**config.mk**
```make
export PLATFORM = sky130hd
export DESIGN_NAME = lfsr_gen_flat
export DESIGN_NICKNAME = d
export VERILOG_FILES = /design/src/rtl/lfsr_gen_if.sv /design/src/rtl/lfsr_gen.sv /design/src/flat_wrapper.sv
export SDC_FILE = /design/constraint.sdc
export NUM_CORES = 1
export LEC_CHECK = 0
export ABC_AREA = 1
export BUFFER_PORTS_ARGS = -buffer_cell sky130_fd_sc_hd__buf_2
export CAP_MARGIN = 10
export CORE_ASPECT_RATIO = 2
export CORE_MARGIN = 2
export CORE_UTILIZATION = 35
export CTS_BUF_LIST = sky130_fd_sc_hd__clkbuf_8
export DETAILED_ROUTE_END_ITERATION = 10
export PLACE_DENSITY_LB_ADDON = 0.08
export SLEW_MARGIN = 20
export SYNTH_ARGS = -nofsm -noshare
export SYNTH_HDL_FRONTEND = slang
export SYNTH_SLANG_ARGS = --single-unit
```
**constraint.sdc**
```tcl
create_clock -name clk -period 1.5 [get_ports clk]
set_input_delay 0.15 -clock clk [delete_from_list [all_inputs] [get_ports clk]]
set_output_delay 0.15 -clock clk [all_outputs]
set_load 0.02 [all_outputs]
```
**src/rtl/lfsr_gen_if.sv**
```systemverilog
// Stimulus/response bundle for lfsr_gen.
// Compile-time options: none.
//
// Ports, grouped by direction as seen from the LFSR core (slave):
//   en, load, seed_in, din                     -> into the core
//   dout, state, period, period_hit, zero_recov <- out of the core
interface lfsr_gen_if #(
    parameter int WIDTH = 8,
    parameter int CNT_W = WIDTH
);
    logic             en;
    logic             load;
    logic [WIDTH-1:0] seed_in;
    logic             din;
    logic             dout;
    logic [WIDTH-1:0] state;
    logic [CNT_W-1:0] period;
    logic             period_hit;
    logic             zero_recov;

    modport master (
        output en,
        output load,
        output seed_in,
        output din,
        input  dout,
        input  state,
        input  period,
        input  period_hit,
        input  zero_recov
    );

    modport slave (
        input  en,
        input  load,
        input  seed_in,
        input  din,
        output dout,
        output state,
        output period,
        output period_hit,
        output zero_recov
    );
endinterface

```
**src/rtl/lfsr_gen.sv**
```systemverilog
// Parametrised LFSR / scrambler core: Fibonacci or Galois form,
// serial data injection, run-time seed load and period measurement.
//
// Ports:
//   clk    - rising-edge clock
//   reset  - synchronous, active-high
//   bus    - lfsr_gen_if.slave (en, load, seed_in, din in;
//            dout, state, period, period_hit, zero_recov out)
//
// Parameters: WIDTH (>=2), TAPS, SEED (nonzero), GALOIS, CNT_W.
//
// Compile-time option: LFSR_GEN_ZERO_RECOVER_EN
//   defined   - an all-zero next state is replaced by the reference
//               seed (or SEED if the reference is zero), zero_recov
//               pulses and the step counter restarts.
//   undefined - all-zero states are taken as computed; zero_recov
//               is tied low.
module lfsr_gen #(
    parameter int               WIDTH  = 8,
    parameter logic [WIDTH-1:0] TAPS   = 8'hD9,
    parameter logic [WIDTH-1:0] SEED   = {{(WIDTH-1){1'b0}}, 1'b1},
    parameter bit               GALOIS = 1'b0,
    parameter int               CNT_W  = WIDTH
) (
    input logic       clk,
    input logic       reset,
    lfsr_gen_if.slave bus
);

    logic [WIDTH-1:0] state_q;
    logic [WIDTH-1:0] ref_q;
    logic [WIDTH-1:0] next_state;
    logic [CNT_W-1:0] steps_q;
    logic [CNT_W-1:0] period_q;
    logic [CNT_W-1:0] steps_inc;
    logic             hit_q;
    logic             next_is_ref;

    // One LFSR step of the current state with din folded into
    // the feedback term.
    if (GALOIS) begin : g_galois
        logic fb;
        assign fb         = state_q[WIDTH-1] ^ bus.din;
        assign next_state = {state_q[WIDTH-2:0], 1'b0}
                          ^ ({WIDTH{fb}} & TAPS);
    end else begin : g_fibonacci
        logic fb;
        assign fb         = (^(state_q & TAPS)) ^ bus.din;
        assign next_state = {state_q[WIDTH-2:0], fb};
    end

    // The period is counted including the step that lands on the
    // reference, hence steps+1; both wrap modulo 2^CNT_W.
    assign steps_inc   = steps_q + CNT_W'(1);
    assign next_is_ref = (next_state == ref_q);

`ifdef LFSR_GEN_ZERO_RECOVER_EN
    logic             zr_q;
    logic             next_is_zero;
    logic [WIDTH-1:0] recover_state;

    // A zero reference would recover straight back into lock-up,
    // so fall back to the reset seed in that case.
    assign next_is_zero  = (next_state == '0);
    assign recover_state = (ref_q == '0) ? SEED : ref_q;

    always_ff @(posedge clk) begin
        if (reset) begin
            state_q  <= SEED;
            ref_q    <= SEED;
            steps_q  <= '0;
            period_q <= '0;
            hit_q    <= 1'b0;
            zr_q     <= 1'b0;
        end else if (bus.load) begin
            state_q  <= bus.seed_in;
            ref_q    <= bus.seed_in;
            steps_q  <= '0;
            hit_q    <= 1'b0;
            zr_q     <= 1'b0;
        end else if (bus.en) begin
            if (next_is_zero) begin
                state_q <= recover_state;
                steps_q <= '0;
                hit_q   <= 1'b0;
                zr_q    <= 1'b1;
            end else if (next_is_ref) begin
                state_q  <= next_state;
                period_q <= steps_inc;
                steps_q  <= '0;
                hit_q    <= 1'b1;
                zr_q     <= 1'b0;
            end else begin
                state_q <= next_state;
                steps_q <= steps_inc;
                hit_q   <= 1'b0;
                zr_q    <= 1'b0;
            end
        end else begin
            hit_q <= 1'b0;
            zr_q  <= 1'b0;
        end
    end

    assign bus.zero_recov = zr_q;
`else
    always_ff @(posedge clk) begin
        if (reset) begin
            state_q  <= SEED;
            ref_q    <= SEED;
            steps_q  <= '0;
            period_q <= '0;
            hit_q    <= 1'b0;
        end else if (bus.load) begin
            state_q <= bus.seed_in;
            ref_q   <= bus.seed_in;
            steps_q <= '0;
            hit_q   <= 1'b0;
        end else if (bus.en) begin
            state_q <= next_state;
            if (next_is_ref) begin
                period_q <= steps_inc;
                steps_q  <= '0;
                hit_q    <= 1'b1;
            end else begin
                steps_q <= steps_inc;
                hit_q   <= 1'b0;
            end
        end else begin
            hit_q <= 1'b0;
        end
    end

    assign bus.zero_recov = 1'b0;
`endif

    assign bus.state      = state_q;
    assign bus.dout       = state_q[WIDTH-1];
    assign bus.period     = period_q;
    assign bus.period_hit = hit_q;

endmodule

```
**src/flat_wrapper.sv**
```systemverilog
// flat-port wrapper written by rule: the top's interface ports become plain ports
module lfsr_gen_flat 
#(
    parameter int               WIDTH  = 8,
    parameter logic [WIDTH-1:0] TAPS   = 8'hD9,
    parameter logic [WIDTH-1:0] SEED   = {{(WIDTH-1){1'b0}}, 1'b1},
    parameter bit               GALOIS = 1'b0,
    parameter int               CNT_W  = WIDTH
)
  (clk, reset, bus_en, bus_load, bus_seed_in, bus_din, bus_dout, bus_state, bus_period, bus_period_hit, bus_zero_recov);
  lfsr_gen_if #(.WIDTH(WIDTH), .CNT_W(CNT_W)) bus_i ();
  input logic clk;
  input logic reset;
  input wire logic [$bits(bus_i.en)-1:0] bus_en;
  input wire logic [$bits(bus_i.load)-1:0] bus_load;
  input wire logic [$bits(bus_i.seed_in)-1:0] bus_seed_in;
  input wire logic [$bits(bus_i.din)-1:0] bus_din;
  output wire logic [$bits(bus_i.dout)-1:0] bus_dout;
  output wire logic [$bits(bus_i.state)-1:0] bus_state;
  output wire logic [$bits(bus_i.period)-1:0] bus_period;
  output wire logic [$bits(bus_i.period_hit)-1:0] bus_period_hit;
  output wire logic [$bits(bus_i.zero_recov)-1:0] bus_zero_recov;
  assign bus_i.en = bus_en;
  assign bus_i.load = bus_load;
  assign bus_i.seed_in = bus_seed_in;
  assign bus_i.din = bus_din;
  assign bus_dout = bus_i.dout;
  assign bus_state = bus_i.state;
  assign bus_period = bus_i.period;
  assign bus_period_hit = bus_i.period_hit;
  assign bus_zero_recov = bus_i.zero_recov;
  lfsr_gen #(.WIDTH(WIDTH), .TAPS(TAPS), .SEED(SEED), .GALOIS(GALOIS), .CNT_W(CNT_W)) u_core (.clk(clk), .reset(reset), .bus(bus_i));
endmodule
```
[Word level (Yosys, flattened, before mapping)]
Cells that the tools add are included.
Word-level totals
  output and inout port bits: 19
  input port bits: 13
  word-level logic and storage cells: 19
  register bits after elaboration: 33
Cells by class
  muxes and demuxes: 4
  reduce and logical (&&, ||, !) cells: 5
  equal/unequal tests: 1
  add/sub/neg operators: 1
  bitwise logic cells: 3
Operator list (count)
  2-to-1 mux 8 bit: 3
  adder 8 x 1 -> 8 bit, second input constant: 1
  == test 8 bit: 1
  parity 8 bit: 1
  AND reduction 3 bit: 1
  OR reduction 3 bit: 1
  NOT 1 bit: 2
  nonzero test 2 bit: 1
  OR reduction 2 bit: 1
  2-to-1 mux 1 bit: 1
  bitwise XOR 1 bit: 1

[Logic depth before layout (Yosys ltp)]
Gate-level depths: netlist of run 1.
  word-level depth: 4
  depth in mapped cells: 14
  gate-level depth less buffers: 13

[Least setup slack after synthesis of run 1]
Ideal clock, no wire load.
  kind: register to register
  start point: register u_core.state_q[6], in the netlist u_core.bus.state[6]
  end point: register u_core.period_q[5], in the netlist u_core.bus.period[5]
  data arrival time: 1430 ps
  slack: -43 ps
  setup time: 113 ps
  path buffers: 1
  period minus slack after synthesis: 1543 ps
  stages on the path, launching flop included: 13
  data required time: 1387 ps
  cells stage by stage: dfxtp_1 -> inv_1 -> nand2_1 -> nand3_1 -> nand2_2 -> inv_2 -> nand2_2 -> nand3_1 -> nand2_2 -> nand3_4 -> buf_6 -> nor2_1 -> nor2_1
On the way
  longest elaborated chain between the ends: 4
Ends and longest elaborated chain
  start, declared: line lfsr_gen.sv:30  | logic [WIDTH-1:0] state_q;
  start signal, assigned: line lfsr_gen.sv:115  | state_q <= bus.seed_in;
  start signal, assigned: line lfsr_gen.sv:120  | state_q <= next_state;
  parity 8 bit: line lfsr_gen.sv:48  | assign fb = (^(state_q & TAPS)) ^ bus.din;
  bitwise XOR 1 bit: line lfsr_gen.sv:48
  == test 8 bit *: line lfsr_gen.sv:55  | assign next_is_ref = (next_state == ref_q);
  AND reduction 3 bit (no source line) *
  end signal, assigned: line lfsr_gen.sv:122  | period_q <= steps_inc;
  end, declared: line lfsr_gen.sv:34  | logic [CNT_W-1:0] period_q;
Mark *: on every way between the ends. The rest lies on a longest branch, timed or not.
A chain may end at the register's enable or synchronous reset.

[Worst setup path in the final report of run 1]
  start point: register u_core.state_q[7], in the netlist u_core.bus.state[7]
  end point: register u_core.period_q[5], in the netlist u_core.bus.period[5]
On the way
  longest elaborated chain between the ends: 4
Ends and longest elaborated chain (line)
  parity 8 bit: lfsr_gen.sv:48
  bitwise XOR 1 bit: lfsr_gen.sv:48
  == test 8 bit: lfsr_gen.sv:55
  AND reduction 3 bit (no source line)
No other way between the ends.

==> results of run 1 <==
-- routing by layer --
metal | global-route usage | wire (µm) | up-vias
met2 | 0.264 | 1910 | 27
li1 | - | - | 804
met4 | 0.0729 | 77 | 0
met3 | 0.0372 | 137 | 7
met5 | 0 | 0 | -
met1 | 0.210 | 1780 | 696
-- timing repair --
item                       in CTS  in global routing
pin swaps                       4                 11
resized for setup               2                 22
cloned                          1                  0
buffers inserted                1                  1
setup endpoints to repair       7                 16
-- worst reg2reg max path: cells and delay by family (launching register included) --
kind                   cells  cell delay [ns]
buffers and inverters      2             0.14
and+or+nand+nor           11             0.95
DFF                        1             0.34
-- cell usage in the layout (no fill, tap or decap), drive strengths merged, types with 2 or more instances in the layout --
cell	instances
a21oi	9
nand3	20
dfxtp	33
nand2	61
nand4	2
xor2	4
buf	37
inv	35
xnor2	9
o21ai	23
clkbuf	6
nor2	30
-- power breakdown --
group	internal (W)	switching, W	total, W
Combinational	0.000117	0.000197	0.000313
Clock	0.000357	0.000313	0.000670
Sequential	0.000908	0.0000311	0.000939
-- per-stage QoR --
| stage | util | total power, W |
|---|---|---|
| 5_1_grt | 0.451 | 0.00201 |
| 6_report | 0.451 | 0.00192 |
| 3_5_place_dp | 0.407 | 0.00124 |
| 4_1_cts | 0.432 | 0.00192 |
| 3_3_place_gp | 0.407 | 0.00124 |
| 2_1_floorplan | - | 0.00115 |
-- Yosys cell counts, types with 2 or more instances --
master / number
xor2_1: 4
o21ai_0: 16
dfxtp_1: 33
nand2_2: 4
clkbuf_1: 2
inv_1: 28
xnor2_1: 9
o21ai_1: 7
nand3_1: 18
nand4_1: 2
inv_2: 6
buf_2: 2
nand2_1: 57
a21oi_1: 9
nor2_1: 28
buf_4: 2
-- sequential cells by signal, indices dropped and copies added, names as in the netlist --
name	flops
u_core.bus.period	8
u_core.bus.state	8
u_core.bus.period_hit	1
u_core.steps_q	8
u_core.ref_q	8
-- area by class of cell --
cell class,count,share of cell area
flip-flops and latches,33,0.333
multi-input cells,162,0.422
repair buffers,37,0.105
clock inverters,1,0.00185
clock buffers,6,0.0406
well taps,55,0.0338
inverters,34,0.0640
-- worst paths after layout --
check / endpoint / cells after the start / start / slack [ns]
worst max-delay path: u_core.bus.period[5] / 13 / u_core.bus.state[7] / 0.03
worst min-delay path: u_core.ref_q[3] / 3 / bus_seed_in[3] / 0.14
worst max register to register: u_core.bus.period[5] / 13 / u_core.bus.state[7] / 0.03
worst min register to register: u_core.steps_q[7] / 2 / u_core.steps_q[7] / 0.48
-- kinds of logic (layout without fill, tap and decap cells) --
kind of cell	Yosys count	in the layout	synth area share
AND/OR/NAND/NOR	113	114	0.302
XOR/XNOR	13	13	0.0703
buffers and inverters	41	78	0.106
flip-flops	33	33	0.408
other	1	1	0.00232
AO/OA/AOI/OAI	33	33	0.104
adder cells (fa/ha/maj)	1	1	0.00773
==> results, run 1 <==
- The clock-pin slew on the worst setup and hold paths is about 0.070 ns.
- Once detail routing completed, the nets flagged for antenna violations numbered 0.
- The primary flip-flop cell chosen by synthesis mapping is dfxtp_1.
- The number of global-route vias before repair is between 1000 and 1500.
- The signal on the critical path passes through inv_1, nand2_2, nand2_1, nand2_1, nand2_2, inv_2, nand2_2, nand3_2, nand2_4, nand3_4, nand2_2, nand2_1, nor2_1.
- The x dimension of the die is between 50 and 60 µm.
- The last weighted congestion value of the routability-driven placer is ~0.77.
- For this configuration, the core starts out at a cell density of 0.359.
- The share of the cycle needed by the critical path after routing is 0.981.
- The final setup TNS is 0 ns.
- The die span in y is between 100 and 150 µm.
- The required time reported for the critical path endpoint is 1.72 ns.
- The non-filler instance count after layout is 328.
- The worst hold-check slack is approximately 0.14 ns.
- The worst hold-check path type is in2reg.
- The post-place instance area is between 1500 and 2000 µm².
- Counting the fill cells in the layout gives between 400 and 500.
- The synthesized flop and latch total is 33.
- The number of placed instances with taps included is 318.
- The worst setup slack after placement is -0.00695 ns.
- After layout, the minimum clock period comes to 1.47 ns.
- The final count of negative-setup-slack endpoints is 0.
- Summing all multi-input logic gate instances after layout gives approximately 860 µm².
- The overall fraction of global-route tracks in use is 0.166.
- The initial antenna violation count is 0.
- Across the VDD grid, the largest voltage drop is 0.811 mV.
- The buffer depth of the longest clock path is 2.
- In this run the clock root is driven by a clkbuf_8.
- Counting every instance in the synthesized netlist gives 235.
- The overall via count from detail_route is ~1500.
- Ranked by total cell area, the synthesized netlist is headed by dfxtp_1, nand2_1, inv_1, nor2_1, nand3_1.
- The site row count is 35.
- In the routed design, unresolved DRC markers number 0.
- In the synthesized netlist the async set-or-reset flop fraction comes to 0.
- The remaining global-route overflow is 0.
- The insertion delay to the later sink of the worst-skew pair is roughly 0.28 ns.
- Once detailed placement completed, the half-perimeter wirelength came to ~2.7 mm.
- The largest net degree at the start of global routing is 16.
- The number of DRC markers after the initial detailed-route iteration is 24.
- Between clock sinks in the finished design, the worst skew comes to 0.00731 ns.
- Setup repair after global routing could not meet its margin everywhere.
- From synthesis to final layout, the design area changed by 25.7%.
- Each instance of the synthesized netlist takes up on average 6.89 µm².
- The total detailed-routing wirelength is 3.90 mm.
- The synthesized netlist net count is 249.
- The fraction of final layout cells with drive strength greater than 1 is 0.278.
- The number of buffers added by the clock tree synthesis step is 5.
- The die covers roughly 5200 µm².
- The final layout contains 287 nets.
- The first global-routing pass estimated around 6.5 mm of wire.
- The number of flops mapped to enable cells by yosys is 0.
- The worst setup path is launched from a register.
- In this run the tool buffered the top-level ports with 30 buffer cells.
- The number of pins exceeding their max-slew limit in the final report came to 0.
- The TritonCTS clock tree is built.
- The via-per-instance ratio is ~4.7.
- The cell with the most instances on the worst path is nand2_2.
- For this design the static power due to leakage is 0.981 nW.
- At the worst endpoint, the arrival time is 1.69 ns.
- Buffers inserted to repair hold after CTS numbered 0.
- In this run the worst path has a maximum fanout of 8.
- The number of hold violations in the final report is 0.
- In the final layout, flip-flops and latches occupy 677 µm².
- In this run the cell area of the synthesized design comes to 1620 µm².
- The worst setup path category is reg2reg.
- The clock sink total is 33.
- The total number of H-tree levels is 2.
- The flow ran to the end, and the final reports show no timing, DRC or antenna violations.
- The share of the Yosys chip area taken by registers is 0.408.
- 0 antenna diodes ended up in the layout.
- Grouping stages by cell kind, the critical path spends the most delay in simple AND/OR/NAND/NOR gates.
- Power spread over the standard cell area amounts to 945 nW/µm².
- Yosys printed 0 warnings.
- After routing the design area is around 2000 µm².
- The most area-hungry cell type in the Yosys netlist is dfxtp_1.
- The critical path buffer and inverter count is 2.
- Setup slack closes at 0.0289 ns.
- The area share of the leading cell type in the synthesized netlist is 0.408.
- STA classifies the critical path endpoint as a register.
- Synthesis instantiated 24 different standard cells from the library.
- For this run, the slowest stage of the critical path takes 0.34 ns.
- The pre-antenna-repair detailed-routing pass consisted of 4 iterations.
- After detailed routing, the average wire length per cell comes to 11.9 µm.
- For this design, the slowest cell found on the critical path is dfxtp_2.
- For this run, the top clock speed supported by timing is 0.680 GHz.
- The area of the core region is 4510 µm².
- The I/O pin count is 32.
- The number of violations of the max-capacitance limit is 0.
Note: power is estimated with default switching activity, not from simulation.
==> inputs of run 2 (changes only) <==
REMOVE_ABC_BUFFERS = 1   (was default)
==> run 2 against run 1 <==
- via count up 2.0%
- global-route usage up 0.12 points
- flip-flop and latch count unchanged
- count of clock-buffer cells in the layout up 1
- sequential share of layout area down 1.0 points
- first-iteration DRC count down 8.3%
- hold slack worse by 0.031 ns
- critical path depth unchanged
- largest cell class unchanged
==> results, run 2 (synthesized netlist as in run 1, its figures left out) <==
- The overall fraction of global-route tracks in use is 0.167.
- The startpoint type of the worst setup path is a register.
- The clock passes through at most 2 buffers.
- The run finished with clean final reports.
- Clock skew on the completed layout was measured at 0.00677 ns.
- Clock tree synthesis found a total of 33 sinks.
- The floorplan step defined a die boundary enclosing 5220 µm².
- The last weighted congestion value of the routability-driven placer is 0.783.
- The post-layout minimum cycle time is 1.48 ns.
- The worst hold-check path type is in2reg.
- The site row count is 35.
- The worst-case IR drop observed on VDD is 0.700 mV.
- The number of global-route vias before repair is 1449.
- The die span in y is 100 µm.
- The detailed placer's ending HPWL is 2.65 mm.
- The layout has 497 filler cells.
- At the pin with the least slew margin, the transition time is 0.510 ns.
- The first global-routing pass estimated 6.58 mm of wire.
- The number of DRC markers after the initial detailed-route iteration is 22.
- After clock tree synthesis, the clock-pin slew on the worst setup and hold paths is approximately 0.070 ns.
- In this run the power density over the cells is 960 nW/µm².
- The count of hold buffers inserted by post-cts repair is 0.
- The quantity of I/O buffers inserted on ports is 30.
- The total detailed-routing wirelength is 3.85 mm.
- TritonCTS built the clock tree.
- The utilization of the core after routing is 0.466.
- The timing-limited maximum frequency is 0.676 GHz.
- For this run, design rule violations remaining after detail routing come to 0.
- The commonest non-fill, non-tap cell in the layout is nand2_1.
- The worst setup path category is reg2reg.
- Setup violations remaining at the end of the flow were counted as 0.
- The number of hold violations in the final report is 0.
- After detailed placement, the total cell area comes to 1870 µm².
- The initial cell density of the core is 0.359.
- The multi-input combinational cell area is 882 µm².
- At the end of the flow, the number of nets in the layout was 292.
- The area taken by flip-flops and latches is 678 µm².
- The H-tree was split into 2 levels.
- The initial antenna violation count was 0.
- The max-slew headroom at the worst pin is 0.659.
- For this design the static power due to leakage is just over 1 nW.
- The via-per-instance ratio is around 4.7.
- For this run, the detailed router's first-pass iteration total came to 4.
- Setup repair after global routing could not meet its margin everywhere.
- The antenna diode instance count is 0.
- The arrival time of data at the critical path endpoint is approximately 1.7 ns.
- Entering global routing, the biggest net connects 16 pins.
- Of all nets on the critical path, the largest fanout is 8.
- The relative area change from synthesis to final layout is 29.8%.
- The I/O pin count is 32.
- After detailed routing, the average wire length per cell comes to 11.5 µm.
- Across all layers, the routed design uses 1565 vias.
- Across the run, the number of max-cap violations was 0.
- The library cells used most frequently in the layout, excluding fill and tap cells, are nand2_1, buf_2, nor2_1.
- STA puts the critical path data required time at roughly 1.7 ns.
- The final instance area is 2100 µm².
- The area of the core region is around 4500 µm².
- The design draws 0.00202 W.
- The number of routed nets with antenna violations is 0.
- For this run the aggregate overflow at the end of global routing stands at 0.
- In this run, CTS created clock tree buffers numbering 5.
- The worst setup path is captured at a register.
- The floorplan step set the die width to between 50 and 60 µm.
- The share of the cycle needed by the critical path after routing is 0.986.
- At the later pin of the worst-skew pair, clock insertion delay measures 0.28 ns.
- Of the cells placed in the final design, the portion with a size suffix greater than 1 is 0.308.
- The cell at the root of the clock tree is clkbuf_8.
- The number of pins exceeding their max-slew limit in the final report is 0.
-- run 2: cell types whose count changed in the layout (fill, tap and decap cells not counted), sizes merged --
cell,change
buf,+5
clkbuf,+1
clkinv,+1
inv,-1
-- run 2: stage by stage --
stage                     std cells  setup TNS (ns)  hold WS, ns  setup slack (ns)
final                           334               0        0.106            0.0215
after global routing            334           -1.09        0.132            -0.120
after CTS                       332               0        0.103           0.00933
after detailed placement        323          -0.321        0.398           -0.0564
after global placement          323         -0.0764        0.403           -0.0205
after floorplan                 228          -0.974        0.222           -0.0794
-- run 2: repair_timing --
item | in CTS | in global routing
setup endpoints to repair | 8 | 17
buffers inserted | 0 | 2
pin swaps | 5 | 12
resized for setup | 10 | 22
cloned | 1 | 0
-- run 2: per-layer routing --
| metal | global-route usage | up-vias | share of wire |
|---|---|---|---|
| li1 | - | 820 | - |
| met1 | 0.221 | 708 | 0.46 |
| met2 | 0.256 | 28 | 0.48 |
| met3 | 0.0327 | 9 | 0.035 |
| met4 | 0.0789 | 0 | 0.024 |
| met5 | 0 | - | 0 |
-- run 2: final timing paths --
kind,end,cells after the start,from,slack (ns)
worst max-delay path,u_core.bus.period[3],13,u_core.bus.state[6],0.02
worst min-delay path,u_core.ref_q[0],3,bus_seed_in[0],0.11
worst max register to register,u_core.bus.period[3],13,u_core.bus.state[6],0.02
worst min register to register,u_core.ref_q[1],2,u_core.ref_q[1],0.48
-- run 2: area by class of cell --
class	instances	share of cell area
tap	55	0.0327
inverter	34	0.0607
clock inverter	1	0.00238
multi-input combinational	162	0.420
clock buffer	7	0.0458
sequential	33	0.323
timing repair buffer	42	0.116
-- run 2: worst max-delay path, stage by stage, from the launching register on --
cell and delay [ns]:
dfxtp_4 0.37, inv_2 0.06, nand2_2 0.05, nand2_1 0.05, nand2_1 0.05, nand2_2 0.11
inv_2 0.07, nand2_2 0.07, nand3_2 0.09, nand2_4 0.11, nand3_4 0.13, nand2_1 0.10
nand2_1 0.05, nor2_1 0.11
-- run 2: where the power goes --
part / internal, W / total (W) / leakage, nW / switching (W)
Sequential: 0.000908 / 0.000940 / 0.272 / 0.0000324
Clock: 0.000415 / 0.000737 / 0.0542 / 0.000322
Combinational: 0.000134 / 0.000340 / 0.692 / 0.000206
